--- config.mk ---
export PLATFORM = sky130hd
export DESIGN_NAME = conv_k_mem_addr_gen
export DESIGN_NICKNAME = d
export VERILOG_FILES = /design/src/rtl/conv_k_mem_addr_gen.sv
export SDC_FILE = /design/constraint.sdc
export NUM_CORES = 1
export LEC_CHECK = 0
export BUFFER_PORTS_ARGS = -buffer_cell sky130_fd_sc_hd__buf_4
export CORE_MARGIN = 4
export CORE_UTILIZATION = 49
export CTS_CLUSTER_SIZE = 30
export DETAILED_ROUTE_END_ITERATION = 12
export GPL_TIMING_DRIVEN = 1
export HOLD_SLACK_MARGIN = 0.03
export PLACE_DENSITY = 0.86
export SETUP_SLACK_MARGIN = 0.2
export SYNTH_ARGS = -nofsm -noshare
export SYNTH_HDL_FRONTEND = slang
export SYNTH_SLANG_ARGS = --single-unit
--- constraint.sdc ---
create_clock -name clk -period 2.6 [get_ports clk]
set_clock_uncertainty 0.05 [all_clocks]
set_input_delay 0.39 -clock clk [delete_from_list [all_inputs] [get_ports clk]]
set_output_delay 0.39 -clock clk [all_outputs]
set_load 0.01 [all_outputs]
--- src/rtl/conv_k_mem_addr_gen.sv ---
// conv_k_mem_addr_gen: lockstep read-address generator for kernel weight ROMs.
// Sweeps KSIZE taps REPEAT times per group, NGROUPS groups per run, on NPORTS ports.
module conv_k_mem_addr_gen #(
    parameter int ADDR_W       = 8,
    parameter int KSIZE        = 25,
    parameter int REPEAT       = 64,
    parameter int NGROUPS      = 3,
    parameter int GROUP_STRIDE = 25,
    parameter int NPORTS       = 2,
    parameter int PORT_STRIDE  = 75,
    parameter int BASE         = 0
) (
    input  logic                     clk,
    input  logic                     reset,
    input  logic                     start,
    input  logic                     stall,
    output logic [NPORTS*ADDR_W-1:0] addr,
    output logic                     valid,
    output logic                     tap_last,
    output logic                     sweep_last,
    output logic                     busy,
    output logic                     done
);

    localparam int TAP_W = (KSIZE > 1) ? $clog2(KSIZE) : 1;
    localparam int REP_W = (REPEAT > 1) ? $clog2(REPEAT) : 1;
    localparam int GRP_W = (NGROUPS > 1) ? $clog2(NGROUPS) : 1;
    localparam int AW    = ADDR_W + 8;

    typedef enum logic [1:0] {
        IDLE = 2'd0,
        RUN  = 2'd1,
        DONE = 2'd2
    } state_t;

    state_t             state_q, state_d;
    logic [TAP_W-1:0]   tap_q, tap_d;
    logic [REP_W-1:0]   rep_q, rep_d;
    logic [GRP_W-1:0]   grp_q, grp_d;

    logic tap_max;
    logic rep_max;
    logic grp_max;
    logic run;

    assign tap_max = (tap_q == TAP_W'(KSIZE - 1));
    assign rep_max = (rep_q == REP_W'(REPEAT - 1));
    assign grp_max = (grp_q == GRP_W'(NGROUPS - 1));
    assign run     = (state_q == RUN);

    // Stall gates valid combinationally so the MAC sees it the same cycle.
    assign valid      = run && !stall;
    assign tap_last   = valid && tap_max;
    assign sweep_last = tap_last && rep_max;
    assign busy       = run;
    assign done       = (state_q == DONE);

    // State and counter registers.
    always_ff @(posedge clk or posedge reset) begin
        if (reset) begin
            state_q <= IDLE;
            tap_q   <= '0;
            rep_q   <= '0;
            grp_q   <= '0;
        end else begin
            state_q <= state_d;
            tap_q   <= tap_d;
            rep_q   <= rep_d;
            grp_q   <= grp_d;
        end
    end

    // Next state: nested tap/rep/grp wrap, run ends after the last tap of the last group.
    always_comb begin
        state_d = state_q;
        tap_d   = tap_q;
        rep_d   = rep_q;
        grp_d   = grp_q;
        unique case (state_q)
            IDLE, DONE: begin
                if (start) begin
                    state_d = RUN;
                    tap_d   = '0;
                    rep_d   = '0;
                    grp_d   = '0;
                end
            end
            RUN: begin
                if (!stall) begin
                    if (tap_max) begin
                        tap_d = '0;
                        if (rep_max) begin
                            rep_d = '0;
                            if (grp_max) begin
                                grp_d   = '0;
                                state_d = DONE;
                            end else begin
                                grp_d = grp_q + GRP_W'(1);
                            end
                        end else begin
                            rep_d = rep_q + REP_W'(1);
                        end
                    end else begin
                        tap_d = tap_q + TAP_W'(1);
                    end
                end
            end
            default: begin
                state_d = IDLE;
                tap_d   = '0;
                rep_d   = '0;
                grp_d   = '0;
            end
        endcase
    end

    // Per-port address, computed wide so overflow past ADDR_W can be caught.
    for (genvar p = 0; p < NPORTS; p++) begin : g_port
        logic [AW-1:0] full;

        assign full = AW'(BASE)
                    + AW'(grp_q) * AW'(GROUP_STRIDE)
                    + AW'(tap_q)
                    + AW'(p * PORT_STRIDE);

        assign addr[p*ADDR_W +: ADDR_W] = full[ADDR_W-1:0];

        // Flags a parameter set whose address range does not fit the ROM.
        always_ff @(posedge clk) begin
            if (!reset) begin
                assert (full < (AW'(1) << ADDR_W))
                else $error("conv_k_mem_addr_gen: port %0d address overflow", p);
            end
        end
    end

endmodule
==> flow_summary_export.csv <==
group,metric,value,unit
drt,detail_route.wirelength,3.50,mm
clock_network,tritoncts_clock_tree,"yes",
worst_setup_path,critical_path.startpoint,"grp_q[1]",
timing,maxSlewHeadroom,52.0,%
cells_and_area,stdcell_area,1770,µm²
power_and_ir_drop,p_int,799,µW
worst_setup_path,worstReg2RegEnd,"rep_q[5]",
yosys,post_synth_fa_ha_maj_area_fraction,17.7,%
worst_setup_path,crit_fanout,3,
drt,post_route_drc,0,
global_route,global_route_wire_length_before_repair,4.95,mm
yosys,post_synth_and_or_nand_nor_area_fraction,19.9,%
die,floorplan.die.width,57.8,µm
worst_setup_path,worstPathRequired,2.16,ns
outcome,run_status,"finished, violations left",
die,start_util,53.0,%
power_and_ir_drop,total_leakage_power,0.000850,µW
yosys,post_synth_xor_area_fraction,7.19,%
timing,final_hold_viol_count,0,
global_route,maximum_number_of_pins_on_one_net_before_global_route_repair,16,
yosys,synth_top_family_by_area,"simple AND/OR/NAND/NOR gates",
drt,vias_per_cell,5.55,
timing,rsz_0062_raised_after_global_routing,"true",
die,rows,17,
power_and_ir_drop,pwr-share-seq,25.1,%
timing,max_slew.worst_pin.slew,0.713,ns
cells_and_area,most-common-layout-cells,"37 x sky130_fd_sc_hd__buf_4, 15 x sky130_fd_sc_hd__dfrtp_1, 14 x sky130_fd_sc_hd__inv_1, 11 x sky130_fd_sc_hd__ha_1, 8 x sky130_fd_sc_hd__o21ai_0",
die,die_area,3350,µm²
worst_setup_path,setup_crit_path_kind,"register to output pin",
drt,routed_wire_length_per_instance,16.6,µm
worst_setup_path,end_kind,"output pin",
clock_network,cts_max_path_buffers,2,
worst_setup_path,setup.reg_to_reg.worst_slack,0.38,ns
drt,first_pass_iters,4,
power_and_ir_drop,power-per-cell-area,789,nW/µm²
timing,layout_min_cycle_time,3.06,ns
worst_setup_path,ff2ff_path_depth,7,
yosys,synth.lib_cells_used.distinct,39,
cells_and_area,final_common_cell,"sky130_fd_sc_hd__buf_4",
global_route,antenna_found_initial,0,
cells_and_area,areaGrowthSynthToFinish,45.4,%
global_route,grtUsageTotal,18.8,%
power_and_ir_drop,p_sw_share,42.8,%
min_path,worstHoldPathType,"input pin to asynchronous set/reset pin",
cells_and_area,layout-drive-gt1-share,41.5,%
yosys,ys.warnings.count,0,
worst_setup_path,setup.worst_path.end,"addr[14]",
placement,hpwl,2.28,mm
clock_network,cts_num_sinks,15,
die,core-area,2300,µm²
die,fp.dieH,57.8,µm
power_and_ir_drop,pwr-share-comb,65.2,%
timing,maxSlewViolCount,0,
yosys,ys_seq_elements,15,
placement,dp_cells,194,
placement,buffer_ports.inserted,23,
clock_network,ctsHtreeMaxLevel,1,
placement,place_congestion,0.755,
worst_setup_path,crit_path_start_kind,"register",
drt,drtAntennaViolNets,0,
global_route,globalRoute.totalOverflow,0,
timing,finalHoldWorstSlack,0.105,ns
yosys,post_synth_mux_area_share,0,%
worst_setup_path,worst_ep_arrival_time,2.62,ns
job,max_cap_viol_count,0,
die,ioPinCount,25,
clock_network,cts_made_buffers,3,
timing,post_route_clock_period_utilization,118,%
cells_and_area,antenna_cells,0,
yosys,area_fraction_in_compound_gates_after_synthesis,15.8,%
power_and_ir_drop,power_switching,598,µW
drt,dr.first_iter.drc_count,55,
placement,post_placement_worst_setup_slack,-0.0926,ns
clock_network,worst_skew_pair.late_latency,0.29,ns
power_and_ir_drop,ir_worst_vdd,0.598,mV
timing,setup_slack,-0.465,ns
yosys,avgSynthCellArea,8.76,µm²
yosys,netlist_area,1220,µm²
yosys,netlist_instances,139,
timing,setup_viol,10,
drt,num_vias,1170,
yosys,synth.yosys.seq_area_share,30.8,%
worst_setup_path,r2r_start,"tap_q[1]",
clock_network,clk_pin_slew_worst_setup_hold_paths,0.09,ns
cells_and_area,layoutNonFillerInstCount,211,
placement,dpl-instance-area,1550,µm²
yosys,synth_fp_nets,159,
clock_network,root_buffer_master,"sky130_fd_sc_hd__clkbuf_4",
timing,fmaxAchievable,326,MHz
global_route,first_global_vias,1164,
outcome,failing_checks,"negative setup slack",
cells_and_area,finalNetCount,204,
power_and_ir_drop,clock_power_share,9.7,%
-- area by class of cell --
cell class / instances / area (µm²)
Timing Repair Buffer: 42 / 343
Fill cell: 143 / 527
Tap cell: 28 / 35.0
Clock buffer: 3 / 22.5
Inverter: 21 / 83.8
Clock inverter: 1 / 5.00
Multi-Input combinational cell: 101 / 906
Sequential cell: 15 / 375
-- cell usage after synthesis, drive strengths merged --
cell	number	area (µm²)
inv	21	81.3
dfrtp	15	375
ha	14	175
o21ai	10	50.1
nor2	9	33.8
xnor2	8	70.1
a21oi	7	35.0
nand2	7	26.3
nor3	5	25.0
nand2b	4	27.5
nand3	4	20.0
a22o	3	26.3
nand3b	3	22.5
a21o	2	15.0
and3b	2	17.5
buf	2	18.8
fa	2	40.0
or3	2	12.5
xor2	2	17.5
a211o	1	8.76
a211oi	1	7.51
a21boi	1	7.51
a32o	1	10.0
and2	1	6.26
and3	1	6.26
conb	1	3.75
nand4b	1	8.76
nor2b	1	6.26
nor3b	1	7.51
nor4b	1	8.76
o21bai	1	7.51
o221ai	1	8.76
o2bb2ai	1	8.76
o31ai	1	7.51
or2	1	6.26
or4	1	7.51
-- state kept, by name (all words and copies together) (netlist names) --
| signal | cells |
|---|---|
| grp_q | 2 |
| state_q | 2 |
| tap_q | 5 |
| rep_q | 6 |
-- critical path, stage by stage (launching register included) --
cell and delay, ns:
sky130_fd_sc_hd__dfrtp_1 0.41, sky130_fd_sc_hd__ha_1 0.29, sky130_fd_sc_hd__ha_2 0.19, sky130_fd_sc_hd__inv_2 0.04, sky130_fd_sc_hd__fa_2 0.37, sky130_fd_sc_hd__buf_12 0.15
sky130_fd_sc_hd__xnor2_4 0.21, sky130_fd_sc_hd__nor2_2 0.09, sky130_fd_sc_hd__nor3b_2 0.21, sky130_fd_sc_hd__xor2_1 0.20, sky130_fd_sc_hd__buf_4 0.16
-- cell families (layout without fill, tap and decap cells) --
group,count (synthesis),after routing
AOI/OAI and AO/OA,30,30
xor gates and xnor gates,10,10
adders and majority gates,16,16
buffers and inverters,23,67
DFF,15,15
other,1,1
and+or+nand+nor,44,44
-- power groups by stage --
stage	sequential [µW]	clock (µW)	combinational, µW
after floorplan	341	0	458
after global routing	359	150	984
after global placement	353	0	683
after CTS	349	138	799
final	351	136	910
after detailed placement	358	0	713
-- repair_timing --
action	4_1_cts	5_1_grt
gates resized for setup	8	13
endpoints found under the hold margin	0	0
hold buffers	0	0
buffers inserted	7	6
pin swaps	4	1
endpoints found under the setup margin	11	12
-- worst min path at each step --
stage	to	start	cells past startpoint	slack [ns]
floorplan	grp_q[0]	reset	1	0.24
global placement	rep_q[0]	reset	2	0.42
detailed placement	rep_q[1]	reset	2	0.44
global route	rep_q[0]	reset	2	0.14
finish	rep_q[1]	reset	2	0.11
CTS	rep_q[1]	reset	2	0.12
-- through the flow --
stage	power (µW)	util, %	setup TNS (ns)
floorplan	799	-	0
global placement	1040	67.4	0
detailed placement	1070	67.4	-0.243
CTS	1290	72.6	-1.62
global route	1490	77.1	-3.38
finish	1400	77.1	-2.34
-- metal layers --
layer	vias up	share of wire, %	track usage (%)
met1	557	40	22.3
met4	0	2.8	5.63
li1	565	-	-
met5	-	0	0
met3	10	3.6	4.23
met2	38	54	33.7
(Power assumes the default switching activity.)
